==> src/rtl/ysyx_25020047_lsu_if.sv <==
// Bundle of the LSU's pipeline handshakes and memory bus.
// The master modport is the LSU itself. The slave modport is the surrounding pipeline and memory.
interface ysyx_25020047_lsu_if;
    logic        in_valid;
    logic        in_ready;
    logic [31:0] in_result;
    logic [31:0] in_wdata;
    logic        in_read;
    logic        in_write;
    logic [1:0]  in_size;
    logic        in_unsigned;
    logic        in_reg_wen;

    logic        out_valid;
    logic        out_ready;
    logic [31:0] out_wb_data;
    logic        out_reg_wen;
    logic        out_err;

    logic        mem_req_valid;
    logic        mem_req_ready;
    logic [31:0] mem_req_addr;
    logic        mem_req_wen;
    logic [31:0] mem_req_wdata;
    logic [3:0]  mem_req_wmask;
    logic        mem_resp_valid;
    logic [31:0] mem_resp_rdata;

    modport master (
        input  in_valid, in_result, in_wdata, in_read, in_write, in_size, in_unsigned, in_reg_wen,
        output in_ready,
        output out_valid, out_wb_data, out_reg_wen, out_err,
        input  out_ready,
        output mem_req_valid, mem_req_addr, mem_req_wen, mem_req_wdata, mem_req_wmask,
        input  mem_req_ready, mem_resp_valid, mem_resp_rdata
    );

    modport slave (
        output in_valid, in_result, in_wdata, in_read, in_write, in_size, in_unsigned, in_reg_wen,
        input  in_ready,
        input  out_valid, out_wb_data, out_reg_wen, out_err,
        output out_ready,
        output mem_req_ready, mem_resp_valid, mem_resp_rdata,
        input  mem_req_valid, mem_req_addr, mem_req_wen, mem_req_wdata, mem_req_wmask
    );
endinterface

==> src/rtl/ysyx_25020047_lsu.sv <==
// Load/store unit: performs one memory access per instruction, with lane steering, load extension,
// misalignment faults and a bus timeout.
module ysyx_25020047_lsu #(
    parameter int TIMEOUT = 255
) (
    input logic clk,
    input logic rst,
    ysyx_25020047_lsu_if.master bus
);
    localparam int CW = $clog2(TIMEOUT);

    typedef enum logic [1:0] {IDLE, REQ, RESP, DONE} state_t;

    state_t        state_reg;
    logic [CW-1:0] cnt_reg;
    logic [31:0]   addr_reg;
    logic [31:0]   wdata_reg;
    logic [3:0]    wmask_reg;
    logic          wen_reg;
    logic [1:0]    size_reg;
    logic          unsigned_reg;
    logic [31:0]   wb_data_reg;
    logic          reg_wen_reg;
    logic          err_reg;

    logic [1:0]  in_off;
    logic        in_bad;
    logic [3:0]  store_mask;
    logic [31:0] store_wdata;
    logic [7:0]  load_byte;
    logic [15:0] load_half;
    logic [31:0] load_value;
    logic        timed_out;

    assign in_off = bus.in_result[1:0];
    assign in_bad = (bus.in_read && bus.in_write) || (bus.in_size == 2'd3)
                 || (bus.in_size == 2'd1 && in_off[0])
                 || (bus.in_size == 2'd2 && in_off != 2'd0);

    // Store data is replicated across lanes so the mask alone selects the written bytes.
    generate
        for (genvar gi = 0; gi < 4; gi++) begin : g_lane
            localparam logic [1:0] LANE = 2'(gi);
            assign store_mask[gi] = (bus.in_size == 2'd0) ? (in_off == LANE)
                                  : (bus.in_size == 2'd1) ? (in_off[1] == LANE[1])
                                  : 1'b1;
            assign store_wdata[8*gi +: 8] = (bus.in_size == 2'd0) ? bus.in_wdata[7:0]
                                          : (bus.in_size == 2'd1) ? bus.in_wdata[8*(gi%2) +: 8]
                                          : bus.in_wdata[8*gi +: 8];
        end
    endgenerate

    assign load_byte = bus.mem_resp_rdata[{addr_reg[1:0], 3'b000} +: 8];
    assign load_half = addr_reg[1] ? bus.mem_resp_rdata[31:16] : bus.mem_resp_rdata[15:0];

    always_comb begin
        load_value = bus.mem_resp_rdata;
        case (size_reg)
            2'd0: load_value = unsigned_reg ? {24'd0, load_byte} : {{24{load_byte[7]}}, load_byte};
            2'd1: load_value = unsigned_reg ? {16'd0, load_half} : {{16{load_half[15]}}, load_half};
            default: load_value = bus.mem_resp_rdata;
        endcase
    end

    assign timed_out = (cnt_reg == CW'(TIMEOUT - 1));

    always_ff @(posedge clk) begin
        if (rst) begin
            state_reg    <= IDLE;
            cnt_reg      <= '0;
            addr_reg     <= '0;
            wdata_reg    <= '0;
            wmask_reg    <= '0;
            wen_reg      <= 1'b0;
            size_reg     <= '0;
            unsigned_reg <= 1'b0;
            wb_data_reg  <= '0;
            reg_wen_reg  <= 1'b0;
            err_reg      <= 1'b0;
        end else begin
            case (state_reg)
                IDLE: if (bus.in_valid) begin
                    addr_reg     <= bus.in_result;
                    wdata_reg    <= store_wdata;
                    wmask_reg    <= bus.in_write ? store_mask : 4'b0000;
                    wen_reg      <= bus.in_write;
                    size_reg     <= bus.in_size;
                    unsigned_reg <= bus.in_unsigned;
                    cnt_reg      <= '0;
                    if (in_bad) begin
                        err_reg     <= 1'b1;
                        wb_data_reg <= '0;
                        reg_wen_reg <= 1'b0;
                        state_reg   <= DONE;
                    end else if (!bus.in_read && !bus.in_write) begin
                        err_reg     <= 1'b0;
                        wb_data_reg <= bus.in_result;
                        reg_wen_reg <= bus.in_reg_wen;
                        state_reg   <= DONE;
                    end else begin
                        err_reg     <= 1'b0;
                        wb_data_reg <= '0;
                        reg_wen_reg <= 1'b0;
                        state_reg   <= REQ;
                    end
                end
                REQ, RESP: begin
                    // Timeout wins even if the bus handshakes in the same cycle.
                    if (timed_out) begin
                        err_reg     <= 1'b1;
                        wb_data_reg <= '0;
                        reg_wen_reg <= 1'b0;
                        state_reg   <= DONE;
                    end else begin
                        cnt_reg <= cnt_reg + 1'b1;
                        if (state_reg == REQ) begin
                            if (bus.mem_req_ready) state_reg <= RESP;
                        end else if (bus.mem_resp_valid) begin
                            wb_data_reg <= wen_reg ? 32'd0 : load_value;
                            reg_wen_reg <= !wen_reg;
                            state_reg   <= DONE;
                        end
                    end
                end
                DONE: if (bus.out_ready) state_reg <= IDLE;
                default: state_reg <= IDLE;
            endcase
        end
    end

    assign bus.in_ready      = (state_reg == IDLE);
    assign bus.out_valid     = (state_reg == DONE);
    assign bus.out_wb_data   = (state_reg == DONE) ? wb_data_reg : 32'd0;
    assign bus.out_reg_wen   = (state_reg == DONE) && reg_wen_reg;
    assign bus.out_err       = (state_reg == DONE) && err_reg;
    assign bus.mem_req_valid = (state_reg == REQ);
    assign bus.mem_req_addr  = {addr_reg[31:2], 2'b00};
    assign bus.mem_req_wen   = (state_reg == REQ) && wen_reg;
    assign bus.mem_req_wdata = wdata_reg;
    assign bus.mem_req_wmask = (state_reg == REQ) ? wmask_reg : 4'b0000;
endmodule

==> src/flat_wrapper.sv <==
// flat-port wrapper written by rule: the top's interface ports become plain ports
module ysyx_25020047_lsu_flat 
#(
    parameter int TIMEOUT = 255
)
  (clk, rst, bus_in_valid, bus_in_result, bus_in_wdata, bus_in_read, bus_in_write, bus_in_size, bus_in_unsigned, bus_in_reg_wen, bus_in_ready, bus_out_valid, bus_out_wb_data, bus_out_reg_wen, bus_out_err, bus_out_ready, bus_mem_req_valid, bus_mem_req_addr, bus_mem_req_wen, bus_mem_req_wdata, bus_mem_req_wmask, bus_mem_req_ready, bus_mem_resp_valid, bus_mem_resp_rdata);
  ysyx_25020047_lsu_if bus_i ();
  input logic clk;
  input logic rst;
  input wire logic [$bits(bus_i.in_valid)-1:0] bus_in_valid;
  input wire logic [$bits(bus_i.in_result)-1:0] bus_in_result;
  input wire logic [$bits(bus_i.in_wdata)-1:0] bus_in_wdata;
  input wire logic [$bits(bus_i.in_read)-1:0] bus_in_read;
  input wire logic [$bits(bus_i.in_write)-1:0] bus_in_write;
  input wire logic [$bits(bus_i.in_size)-1:0] bus_in_size;
  input wire logic [$bits(bus_i.in_unsigned)-1:0] bus_in_unsigned;
  input wire logic [$bits(bus_i.in_reg_wen)-1:0] bus_in_reg_wen;
  output wire logic [$bits(bus_i.in_ready)-1:0] bus_in_ready;
  output wire logic [$bits(bus_i.out_valid)-1:0] bus_out_valid;
  output wire logic [$bits(bus_i.out_wb_data)-1:0] bus_out_wb_data;
  output wire logic [$bits(bus_i.out_reg_wen)-1:0] bus_out_reg_wen;
  output wire logic [$bits(bus_i.out_err)-1:0] bus_out_err;
  input wire logic [$bits(bus_i.out_ready)-1:0] bus_out_ready;
  output wire logic [$bits(bus_i.mem_req_valid)-1:0] bus_mem_req_valid;
  output wire logic [$bits(bus_i.mem_req_addr)-1:0] bus_mem_req_addr;
  output wire logic [$bits(bus_i.mem_req_wen)-1:0] bus_mem_req_wen;
  output wire logic [$bits(bus_i.mem_req_wdata)-1:0] bus_mem_req_wdata;
  output wire logic [$bits(bus_i.mem_req_wmask)-1:0] bus_mem_req_wmask;
  input wire logic [$bits(bus_i.mem_req_ready)-1:0] bus_mem_req_ready;
  input wire logic [$bits(bus_i.mem_resp_valid)-1:0] bus_mem_resp_valid;
  input wire logic [$bits(bus_i.mem_resp_rdata)-1:0] bus_mem_resp_rdata;
  assign bus_i.in_valid = bus_in_valid;
  assign bus_i.in_result = bus_in_result;
  assign bus_i.in_wdata = bus_in_wdata;
  assign bus_i.in_read = bus_in_read;
  assign bus_i.in_write = bus_in_write;
  assign bus_i.in_size = bus_in_size;
  assign bus_i.in_unsigned = bus_in_unsigned;
  assign bus_i.in_reg_wen = bus_in_reg_wen;
  assign bus_in_ready = bus_i.in_ready;
  assign bus_out_valid = bus_i.out_valid;
  assign bus_out_wb_data = bus_i.out_wb_data;
  assign bus_out_reg_wen = bus_i.out_reg_wen;
  assign bus_out_err = bus_i.out_err;
  assign bus_i.out_ready = bus_out_ready;
  assign bus_mem_req_valid = bus_i.mem_req_valid;
  assign bus_mem_req_addr = bus_i.mem_req_addr;
  assign bus_mem_req_wen = bus_i.mem_req_wen;
  assign bus_mem_req_wdata = bus_i.mem_req_wdata;
  assign bus_mem_req_wmask = bus_i.mem_req_wmask;
  assign bus_i.mem_req_ready = bus_mem_req_ready;
  assign bus_i.mem_resp_valid = bus_mem_resp_valid;
  assign bus_i.mem_resp_rdata = bus_mem_resp_rdata;
  ysyx_25020047_lsu #(.TIMEOUT(TIMEOUT)) u_core (.clk(clk), .rst(rst), .bus(bus_i));
endmodule
==> config.mk <==
export PLATFORM = sky130hd
export DESIGN_NAME = ysyx_25020047_lsu_flat
export DESIGN_NICKNAME = d
export VERILOG_FILES = /design/src/rtl/ysyx_25020047_lsu_if.sv /design/src/rtl/ysyx_25020047_lsu.sv /design/src/flat_wrapper.sv
export SDC_FILE = /design/constraint.sdc
export NUM_CORES = 1
export LEC_CHECK = 0
export ABC_AREA = 1
export BUFFER_PORTS_ARGS = -buffer_cell sky130_fd_sc_hd__buf_2
export CAP_MARGIN = 0
export CORE_ASPECT_RATIO = 2
export CORE_MARGIN = 5
export CORE_UTILIZATION = 25
export CTS_BUF_LIST = sky130_fd_sc_hd__clkbuf_4 sky130_fd_sc_hd__clkbuf_8
export CTS_CLUSTER_SIZE = 24
export DETAILED_ROUTE_END_ITERATION = 6
export HOLD_SLACK_MARGIN = 0.12
export PLACE_DENSITY_LB_ADDON = 0.2
export SYNTH_ARGS = -nofsm -noshare
export SYNTH_HDL_FRONTEND = slang
export SYNTH_SLANG_ARGS = --single-unit
==> constraint.sdc <==
create_clock -name clk -period 2.7 [get_ports clk]
set_input_delay 0.405 -clock clk [delete_from_list [all_inputs] [get_ports clk]]
set_output_delay 0.405 -clock clk [all_outputs]
set_load 0.05 [all_outputs]
# Yosys cells after proc, flatten, opt, wreduce, memory -nomap -nowiden
# Index checks and enable logic that the tools add are counted.
# totals
regBits,116
latchBits,0
mem_bits_rw,0
rom_bits,0
input_bits,108
word_cells,107
memories,0
# classes
add_sub_neg,1
multipliers,0
n_div,0
n_lt_le_gt_ge,0
n_eq_ne,19
shifts,1
mux,49
n_bitwise,1
n_reduce_logical,25
# ops
operator,count
$mux W32,10
$pmux W32 S2,2
$mux W8,7
$shiftx A32 B6 Y8,1
$mux W16,1
$mux W2,8
$pmux W8 S2,1
$mux W1,15
$eq A2 B2 Y1 const B,6
$add A8 B1 Y8 const B,1
$eq A2 B1 Y1 const B,4
$eq A8 B8 Y1 const B,1
$logic_not A2 Y1,4
$mux W4,2
$ne A4 B3 Y1 const B,2
$reduce_and A4 Y1,2
$logic_and A1 B1 Y1,7
$ne A3 B2 Y1 const B,2
$pmux W2 S3,1
$reduce_and A3 Y1,2
$ne A2 B1 Y1 const B,2
$ne A2 B2 Y1 const B,2
$pmux W1 S2,2
$reduce_bool A2 Y1,2
5 further kinds,9

# Longest topological paths before layout
# Gate-level depths: netlist (run 1).
# logic_depth
word_depth,8
depth_mapped,12

# Worst setup path after synthesis (run 1)
# Ideal clock, no wire load.
# synth_path
path_type,reg-to-output
startpoint,reg u_core.state_reg[0]
endpoint,out bus_out_wb_data[10]
arrival_ns,1.814
required_time_ns,2.295
setup_slack_ns,0.481
path_stages_with_launch,6
cell_sequence,dfxtp_1 -> ha_1 -> clkbuf_1 -> clkbuf_1 -> nand2_1 -> inv_1
# synth_via
elab_chain_cells,2
# synth_rtl
element,line,source
"start, declared",ysyx_25020047_lsu.sv:14,state_t state_reg;
"start signal, assigned",ysyx_25020047_lsu.sv:69,state_reg <= IDLE;
"start signal, assigned",ysyx_25020047_lsu.sv:94,state_reg <= DONE;
"start signal, assigned",ysyx_25020047_lsu.sv:99,state_reg <= DONE;
$eq A2 B2 Y1,n/a,
named net bus_out_valid,flat_wrapper.sv:19,output wire logic [$bits(bus_i.out_valid)-1:0] bus_out_valid;
$mux W32,ysyx_25020047_lsu.sv:133,assign bus.out_wb_data = (state_reg == DONE) ? wb_data_reg : 32'd0;
"end, declared",flat_wrapper.sv:20,output wire logic [$bits(bus_i.out_wb_data)-1:0] bus_out_wb_data;
# The timed path passes the listed nets, and every way through them passes these cells.

# Worst setup path in the final report (run 1)
# layout_path
startpoint,reg u_core.state_reg[0]
endpoint,out bus_out_wb_data[9]
# layout_via
elab_chain_cells,2
# layout_rtl
element,line
$eq A2 B2 Y1,ysyx_25020047_lsu.sv:133
$mux W32,ysyx_25020047_lsu.sv:133
# No other way between the ends.

==> flow_metrics.env, run 1 <==
export IMPL_outcome="completed"
export IMPL_fin_crit_sh=0.874
export IMPL_power_frac_seq=0.277
export IMPL_place_gp_congestion=0.875
export IMPL_power_uw=9420
export IMPL_coreArea_mm2=0.0273
export IMPL_grt_max_degree=103
export IMPL_finalClockSkew_ns=0.0150
export IMPL_antenna_found_initial=0
export IMPL_dieArea_mm2=0.0311
export IMPL_antenna_left=0
export IMPL_wl_per_cell_um=14.8
export IMPL_critPathLaunchType="flip-flop"
export IMPL_power_density_mw_per_mm2=1120
export IMPL_clockBufferDepth=2
export IMPL_timing_slew_headroom=0.588
export IMPL_viasPerCell=4.39
export IMPL_track_usage=0.153
export IMPL_rsz0062_at_grt="no"
export IMPL_clock_root_buffer="clkbuf_8"
export IMPL_crit_path_top_delay_cell="dfxtp_1"
export IMPL_io_buffers=211
export IMPL_antennaDiodeCount=0
export IMPL_final_instance_count_excl_fill=1611
export IMPL_final_util=0.307
export IMPL_critical_path_arrival_ns=1.96
export IMPL_boundaryPins=214
export IMPL_yosys_warnings=0
export IMPL_syn_avg_cell_area_um2=6.27
export IMPL_maxCapViolations=0
export IMPL_syn2layout_area_growth_pct=22.2
export IMPL_syn_area_mm2=0.00688
export IMPL_crit_required_ns=2.30
export IMPL_worstHoldPathType="in -> reg"
export IMPL_cts_resized=0
export IMPL_die_h_um=245
export IMPL_ys_async_sr_fraction=0
export IMPL_cts_buffers=17
export IMPL_clock_fmax_mhz=424
export IMPL_ys_seq_area_frac=0.338
export IMPL_tns_ns=0
export IMPL_clkSlewWorstSetupHoldPaths_ns=0.08
export IMPL_ir_drop_uv=442
export IMPL_num_vias=7070
export IMPL_grt_pass1_wl_mm=38.0
export IMPL_yosysUniqueCellTypes=39
export IMPL_clk_latency_ns=0.47
export IMPL_setup_viol=0
export IMPL_worstMarginPinSlew_ns=0.617
export IMPL_dr_pass1_iters=5
export IMPL_synth_cells=1097
export IMPL_cts_tree="done"
export IMPL_rows=86
export IMPL_placedCellCount=1581
export IMPL_first_global_vias=7006
export IMPL_crit_family="buffers and inverters"
export IMPL_clock_sinks=116
export IMPL_die_x_um=127
export IMPL_timing_critical_path_fanout_max=37
export IMPL_finalHoldViolations=0
export IMPL_crit_chain="ha_1 > buf_4 > nand2_1 > inv_1 > buf_2"
export IMPL_nets=1362
export IMPL_dr_first_iter_drc_count=493
export IMPL_synth_seq_cells=116
export IMPL_intPower_uw=4770
export IMPL_finalWorstPathRequiredPeriod_ns=2.36
export IMPL_holdBufCountCts=0
export IMPL_postCtsSetupRepairBufs=0
export IMPL_drc=0
export IMPL_pwr_share_comb=0.524
export IMPL_cts_htree_levels=4
export IMPL_synth_edff_count=0
export IMPL_worst_path_largest_cell_delay_ns=0.39
export IMPL_hold_ws_ns=0.198
export IMPL_path_class="reg -> out"
export IMPL_worst_setup_path_end_kind="output port"
export IMPL_crit_buf_inv=3
export IMPL_grt_overflow_total=0
export IMPL_p_leak_uw=0.00459
export IMPL_p_switching_uw=4650
export IMPL_wirelength_mm=23.8
export IMPL_initial_core_util=0.252
export IMPL_synthFlopType="dfxtp_1"
export IMPL_final_max_slew_viol_count=0
export IMPL_clkPwrFrac=0.200
export IMPL_hpwl_mm=18.0
export IMPL_drive_above_1_share=0.252
export IMPL_swShare=0.493
==> power groups by stage <==
stage,Clock [µW],Sequential (µW),Combinational [µW]
global route,2030,2680,5500
global placement,0,2640,4930
finish,1880,2600,4930
floorplan,0,3000,3690
detailed placement,0,2640,4980
CTS,1960,2610,5000
==> cells in the final DEF (no fill, tap or decap), drive strengths merged, types with 2 or more instances in the layout <==
cell type	netlist	layout
nand2	275	275
buf	63	224
nor2	190	190
inv	156	156
dfxtp	116	116
a21oi	78	78
o21ai	75	75
nand3	68	68
clkbuf	30	20
o221a	8	8
o221ai	8	8
o211ai	7	7
ha	6	6
clkinv	2	6
bufinv	0	5
nand4	4	4
nor3	3	3
conb	1	2
nand3b	2	2
==> worst min-delay path, delay by kind of cell <==
kind | cells | cell delay [ns]
buffers and inverters | 1 | 0.09
AND/OR/NAND/NOR | 1 | 0.07
AO/OA/AOI/OAI | 1 | 0.07
==> routing by layer <==
| layer | GRT usage | wire (µm) |
|---|---|---|
| met5 | 0 | 0 |
| met4 | 0.0471 | 351 |
| met3 | 0.0450 | 1660 |
| met2 | 0.231 | 10300 |
| met1 | 0.210 | 11400 |
==> synth_stat cells (9+ instances only) <==
| cell type | n | area (µm²) |
|---|---|---|
| nand2_1 | 257 | 965 |
| nor2_1 | 175 | 657 |
| inv_1 | 151 | 567 |
| dfxtp_1 | 116 | 2320 |
| o21ai_0 | 73 | 365 |
| a21oi_1 | 68 | 340 |
| nand3_1 | 67 | 335 |
| buf_4 | 32 | 240 |
| clkbuf_1 | 30 | 113 |
| buf_2 | 16 | 80.1 |
| nand2_2 | 16 | 100 |
| nor2_2 | 12 | 75.1 |
| a21oi_2 | 10 | 87.6 |
| buf_1 | 9 | 33.8 |
==> cells by family after synthesis <==
family / after synthesis / share of synthesized area
compound gates: 180 / 0.153
xor+xnor: 1 / 0.00127
fa+ha+maj: 6 / 0.0109
buf+inv: 251 / 0.166
flops: 116 / 0.338
other cells: 1 / 0.000545
simple gates: 542 / 0.331
==> final cells by class <==
| class | instances | area [µm²] |
|---|---|---|
| inverters | 158 | 599 |
| multi-input cells | 731 | 3410 |
| fillers | 3134 | 18900 |
| clock buffers | 20 | 263 |
| flip-flops and latches | 116 | 2320 |
| well taps | 352 | 440 |
| repair buffers | 224 | 1180 |
| clock inverters | 10 | 181 |
==> metrics by stage <==
step,area [µm²],worst slack [ns]
CTS,8400,0.284
detailed placement,7960,0.454
floorplan,6880,0.481
finish,8400,0.340
global placement,7960,0.500
global route,8400,0.188
==> path summary, 6_finish.rpt <==
path	slack, ns	endpoint	depth (start not counted)	from
worst max-delay path	0.34	bus_out_wb_data[9]	5	u_core.state_reg[0]
worst min-delay path	0.20	u_core.bus.mem_req_wdata[4]	3	bus_in_wdata[4]
worst min register to register	0.47	u_core.wmask_reg[0]	2	u_core.wmask_reg[0]
worst max register to register	0.49	u_core.bus.mem_req_wdata[29]	7	u_core.state_reg[0]
Power figures use the tool's default switching activity.
==> inputs of run 2 (changes only) <==
--- a/config.mk
+++ b/config.mk
@@ -8,7 +8,7 @@
 export ABC_AREA = 1
 export BUFFER_PORTS_ARGS = -buffer_cell sky130_fd_sc_hd__buf_2
 export CAP_MARGIN = 0
-export CORE_ASPECT_RATIO = 2
+export CORE_ASPECT_RATIO = 0.75
 export CORE_MARGIN = 5
 export CORE_UTILIZATION = 25
 export CTS_BUF_LIST = sky130_fd_sc_hd__clkbuf_4 sky130_fd_sc_hd__clkbuf_8
==> constraint.sdc (replaced) <==
create_clock -name clk -period 2.7 [get_ports clk]
set_input_delay 0.405 -clock clk [delete_from_list [all_inputs] [get_ports clk]]
set_output_delay 0.405 -clock clk [all_outputs]
set_load 0.1 [all_outputs]
==> run 2 against run 1 <==
Effect of this change: routed wire length up 5.6%; maximum frequency decreased by 4.0%; global-route usage increased by 0.71 points; largest cell class unchanged; highest routed layer unchanged.
==> flow_metrics.env, run 2 (same netlist as run 1, synthesis figures left out) <==
export IMPL_outcome="completed"
export IMPL_highest_layer="met4"
export IMPL_antenna_found_initial=0
export IMPL_clkSlewWorstSetupHoldPaths_ns=0.08
export IMPL_antenna_left=0
export IMPL_grt_overflow_total=0
export IMPL_io_buffers=211
export IMPL_critPathLaunchType="flip-flop"
export IMPL_power_uw=10600
export IMPL_rows=52
export IMPL_timing_slew_headroom=0.507
export IMPL_rsz0062_at_grt="no"
export IMPL_finalClockSkew_ns=0.0130
export IMPL_viasPerCell=4.37
export IMPL_timing_critical_path_fanout_max=37
export IMPL_worstMarginPinSlew_ns=0.738
export IMPL_worst_path_largest_cell_delay_ns=0.42
export IMPL_wl_met1_mm=13.1
export IMPL_maxCapViolations=0
export IMPL_crit_path_top_delay_cell="buf_2"
export IMPL_cts_tree="done"
export IMPL_clock_root_buffer="clkbuf_8"
export IMPL_cts_htree_levels=4
export IMPL_die_h_um=154
export IMPL_ir_drop_uv=661
export IMPL_track_usage=0.160
export IMPL_dieArea_mm2=0.0310
export IMPL_grt_pass1_wl_mm=39.3
export IMPL_crit_chain="ha_2 > buf_4 > nand2_1 > inv_1 > buf_2"
export IMPL_final_instance_count_excl_fill=1616
export IMPL_fin_crit_sh=0.911
export IMPL_route_met3_wl_mm=1.29
export IMPL_crit_required_ns=2.30
export IMPL_grt_max_degree=49
export IMPL_die_x_um=201
export IMPL_worst_setup_path_end_kind="output port"
export IMPL_antennaDiodeCount=0
export IMPL_syn2layout_area_growth_pct=22.3
export IMPL_postCtsSetupRepairBufs=0
export IMPL_clock_sinks=116
export IMPL_dr_pass1_iters=5
export IMPL_final_max_slew_viol_count=0
export IMPL_finalWorstPathRequiredPeriod_ns=2.46
export IMPL_critical_path_arrival_ns=2.05
export IMPL_finalHoldViolations=0
export IMPL_wl_met2_mm=10.5
export IMPL_placedCellCount=1585
export IMPL_cts_resized=0
export IMPL_final_cell_mix="257 x nand2_1, 211 x buf_2, 175 x nor2_1"
export IMPL_wl_per_cell_um=15.5
export IMPL_path_class="reg -> out"
export IMPL_dpl_cell_area_mm2=0.00801
export IMPL_layout_commonest_cell="nand2_1"
export IMPL_design_area_mm2=0.00841
export IMPL_tns_ns=0
export IMPL_holdBufCountCts=0
export IMPL_nets=1367
export IMPL_place_gp_congestion=0.806
export IMPL_num_vias=7058
export IMPL_place_worst_setup_slack_ns=0.683
export IMPL_clockBufferDepth=2
export IMPL_dr_first_iter_drc_count=503
export IMPL_drc=0
export IMPL_fin_ws_ns=0.241
export IMPL_drive_above_1_share=0.256
export IMPL_cts_buffers=17
export IMPL_clock_fmax_mhz=407
export IMPL_initial_core_util=0.254
export IMPL_worstHoldPathType="in -> reg"
export IMPL_p_leak_uw=0.00459
export IMPL_setup_viol=0
export IMPL_hpwl_mm=19.3
export IMPL_wirelength_mm=25.1
export IMPL_coreArea_mm2=0.0271
export IMPL_boundaryPins=214
export IMPL_first_global_vias=6782
export IMPL_power_density_mw_per_mm2=1250
export IMPL_clk_latency_ns=0.45
==> run 2: critical path: cells and delay by family (launching register included) <==
kind / cells / cell delay (ns)
buffers and inverters: 3 / 0.89
DFF: 1 / 0.39
and+or+nand+nor: 1 / 0.15
adders and majority gates: 1 / 0.18
==> run 2: final cells by class <==
cell class,count,area [µm²]
fill,3121,18700
multi-input combinational,731,3420
sequential,116,2320
timing repair buffer,229,1230
inverter,158,599
tap,351,439
clock buffer,21,270
clock inverter,10,133
==> run 2: final timing paths <==
kind | endpoint | cells after the start | from | slack, ns
min reg2reg | u_core.bus.mem_req_wdata[23] | 2 | u_core.bus.mem_req_wdata[23] | 0.47
max reg2reg | u_core.wb_data_reg[6] | 10 | u_core.state_reg[0] | 0.70
min | u_core.addr_reg[12] | 3 | bus_in_result[12] | 0.21
max | bus_out_wb_data[28] | 5 | u_core.state_reg[0] | 0.24
==> run 2: per-stage QoR <==
| stage | util | hold slack (ns) |
|---|---|---|
| 6_report | 0.311 | 0.213 |
| 5_1_grt | 0.311 | 0.187 |
| 4_1_cts | 0.311 | 0.168 |
| 3_5_place_dp | 0.296 | 0.458 |
| 3_3_place_gp | 0.296 | 0.451 |
| 2_1_floorplan | - | 0.446 |
==> run 2: per-layer routing <==
metal	track usage	up-vias
li1	-	3685
met1	0.238	3182
met2	0.235	181
met3	0.0383	10
met4	0.0335	0
met5	0	-
==> run 2: power breakdown <==
| group | switching [µW] | internal, µW |
|---|---|---|
| clock network | 756 | 955 |
| logic | 4820 | 1390 |
| registers | 337 | 2290 |
==> inputs of run 3 (changes only) <==
--- a/config.mk
+++ b/config.mk
@@ -10,7 +10,7 @@
 export CAP_MARGIN = 0
 export CORE_ASPECT_RATIO = 0.75
 export CORE_MARGIN = 5
-export CORE_UTILIZATION = 25
+export CORE_UTILIZATION = 55
 export CTS_BUF_LIST = sky130_fd_sc_hd__clkbuf_4 sky130_fd_sc_hd__clkbuf_8
 export CTS_CLUSTER_SIZE = 24
 export DETAILED_ROUTE_END_ITERATION = 6
==> run 3 against run 2 <==
Effect of this change: sequential share of layout area increased by 0.88 points; critical path type unchanged; non-clock buffer count decreased by 2; register-to-register slack got worse by 0.23 ns; largest cell class unchanged; clock power decreased by 6%; routed wire length decreased by 20%.
==> flow_metrics.env, run 3 (same netlist as run 1, synthesis figures left out) <==
export IMPL_outcome="completed"
export IMPL_tns_ns=0
export IMPL_die_h_um=107
export IMPL_cts_buffers=17
export IMPL_rows=35
export IMPL_cts_resized=0
export IMPL_layout_commonest_cell="nand2_1"
export IMPL_worstHoldPathType="in -> reg"
export IMPL_rr_worst_depth=9
export IMPL_boundaryPins=214
export IMPL_finalWorstPathRequiredPeriod_ns=2.40
export IMPL_dr_first_iter_drc_count=582
export IMPL_first_global_vias=6577
export IMPL_timing_critical_path_fanout_max=21
export IMPL_holdBufCountCts=0
export IMPL_crit_required_ns=2.30
export IMPL_num_vias=7134
export IMPL_multiInputGateArea_mm2=0.00343
export IMPL_clock_root_buffer="clkbuf_8"
export IMPL_critPathLaunch="u_core.state_reg[0]"
export IMPL_wirelength_mm=20.0
export IMPL_clock_fmax_mhz=416
export IMPL_drive_above_1_share=0.256
export IMPL_nets=1365
export IMPL_dpl_cell_area_mm2=0.00775
export IMPL_io_buffers=211
export IMPL_fillCellCount=1175
export IMPL_hpwl_mm=15.0
export IMPL_ir_drop_uv=887
export IMPL_antenna_left=0
export IMPL_rsz0062_at_grt="no"
export IMPL_clk_latency_ns=0.43
export IMPL_syn2layout_area_growth_pct=18.5
export IMPL_design_area_mm2=0.00815
export IMPL_regToRegStartpoint="u_core.state_reg[0]"
export IMPL_final_max_slew_viol_count=0
export IMPL_final_cell_mix="257 x nand2_1, 211 x buf_2, 175 x nor2_1"
export IMPL_clkSlewWorstSetupHoldPaths_ns=0.08
export IMPL_dr_pass1_iters=6
export IMPL_finalClockSkew_ns=0.00968
export IMPL_crit_chain="ha_4 > buf_4 > nand2_1 > inv_1 > buf_2"
export IMPL_maxCapViolations=0
export IMPL_power_density_mw_per_mm2=1260
export IMPL_regArea_mm2=0.00232
export IMPL_postCtsSetupRepairBufs=0
export IMPL_clockBufferDepth=2
export IMPL_worstMarginPinSlew_ns=0.570
export IMPL_path_class="reg -> out"
export IMPL_timing_slew_headroom=0.620
export IMPL_critical_path_arrival_ns=2.00
export IMPL_worst_path_largest_cell_delay_ns=0.44
export IMPL_setup_worst_path_end="bus_out_wb_data[14]"
export IMPL_track_usage=0.269
export IMPL_clock_sinks=116
export IMPL_rrSetupSlack_ns=0.47
export IMPL_cts_tree="done"
export IMPL_grt_overflow_total=0
export IMPL_crit_path_top_delay_cell="dfxtp_1"
export IMPL_fin_crit_sh=0.890
export IMPL_place_gp_congestion=0.928
export IMPL_dieArea_mm2=0.0149
export IMPL_r2r_end="u_core.wb_data_reg[11]"
export IMPL_cts_htree_levels=4
export IMPL_viasPerCell=4.99
export IMPL_drc=0
export IMPL_wl_per_cell_um=13.9
export IMPL_antenna_found_initial=2
export IMPL_critPathLaunchType="flip-flop"
export IMPL_worst_setup_path_end_kind="output port"
export IMPL_p_leak_uw=0.00457
export IMPL_setup_viol=0
export IMPL_finalHoldViolations=0
export IMPL_grt_pass1_wl_mm=32.8
export IMPL_initial_core_util=0.561
export IMPL_coreArea_mm2=0.0123
export IMPL_die_x_um=139
export IMPL_grt_max_degree=49
-- run 3: layout make-up --
cell class | instances | area share
Antenna cell | 1 | 0.000307
Timing Repair Buffer | 227 | 0.147
Multi-Input combinational cell | 731 | 0.421
Clock inverter | 13 | 0.0164
Sequential cell | 116 | 0.285
Tap cell | 166 | 0.0255
Clock buffer | 19 | 0.0313
Inverter | 158 | 0.0735
-- run 3: through the flow --
step | instances | hold WS [ns] | utilization | setup slack (ns) | power (µW)
after floorplan | 1098 | 0.446 | - | 0.142 | 7880
after global placement | 1398 | 0.457 | 0.632 | 0.563 | 8580
after detailed placement | 1398 | 0.458 | 0.632 | 0.560 | 8650
after CTS | 1430 | 0.210 | 0.664 | 0.128 | 10300
after global routing | 1431 | 0.232 | 0.665 | 0.141 | 11000
final | 1431 | 0.218 | 0.665 | 0.297 | 10300
-- run 3: worst min path at each step --
stage | depth (start not counted) | slack (ns) | from | endpoint
after CTS | 3 | 0.21 | bus_in_result[17] | u_core.addr_reg[17]
after global routing | 3 | 0.23 | bus_in_result[13] | u_core.addr_reg[13]
after detailed placement | 2 | 0.46 | u_core.wmask_reg[1] | u_core.wmask_reg[1]
final | 3 | 0.22 | bus_in_result[17] | u_core.addr_reg[17]
after floorplan | 2 | 0.45 | u_core.wmask_reg[0] | u_core.wmask_reg[0]
after global placement | 2 | 0.46 | u_core.wmask_reg[1] | u_core.wmask_reg[1]
-- run 3: layer usage --
metal	track usage	share of wire
met5	0	0.00035
met4	0.0873	0.021
met3	0.0700	0.099
met2	0.390	0.42
met1	0.388	0.46
-- run 3: worst max-delay path: cells and delay by family (launching register included) --
| kind | cells | cell delay [ns] |
|---|---|---|
| AND/OR/NAND/NOR | 1 | 0.07 |
| adder cells (fa/ha/maj) | 1 | 0.32 |
| flip-flops | 1 | 0.44 |
| buffers and inverters | 3 | 0.72 |
-- run 3: power by group --
part           internal, µW  total, µW  leakage [µW]  switching, µW
Sequential             2290       2610      0.000955            322
Combinational          1380       6060       0.00342           4680
Clock                   850       1610      0.000195            756
Total                  4520      10300       0.00457           5760
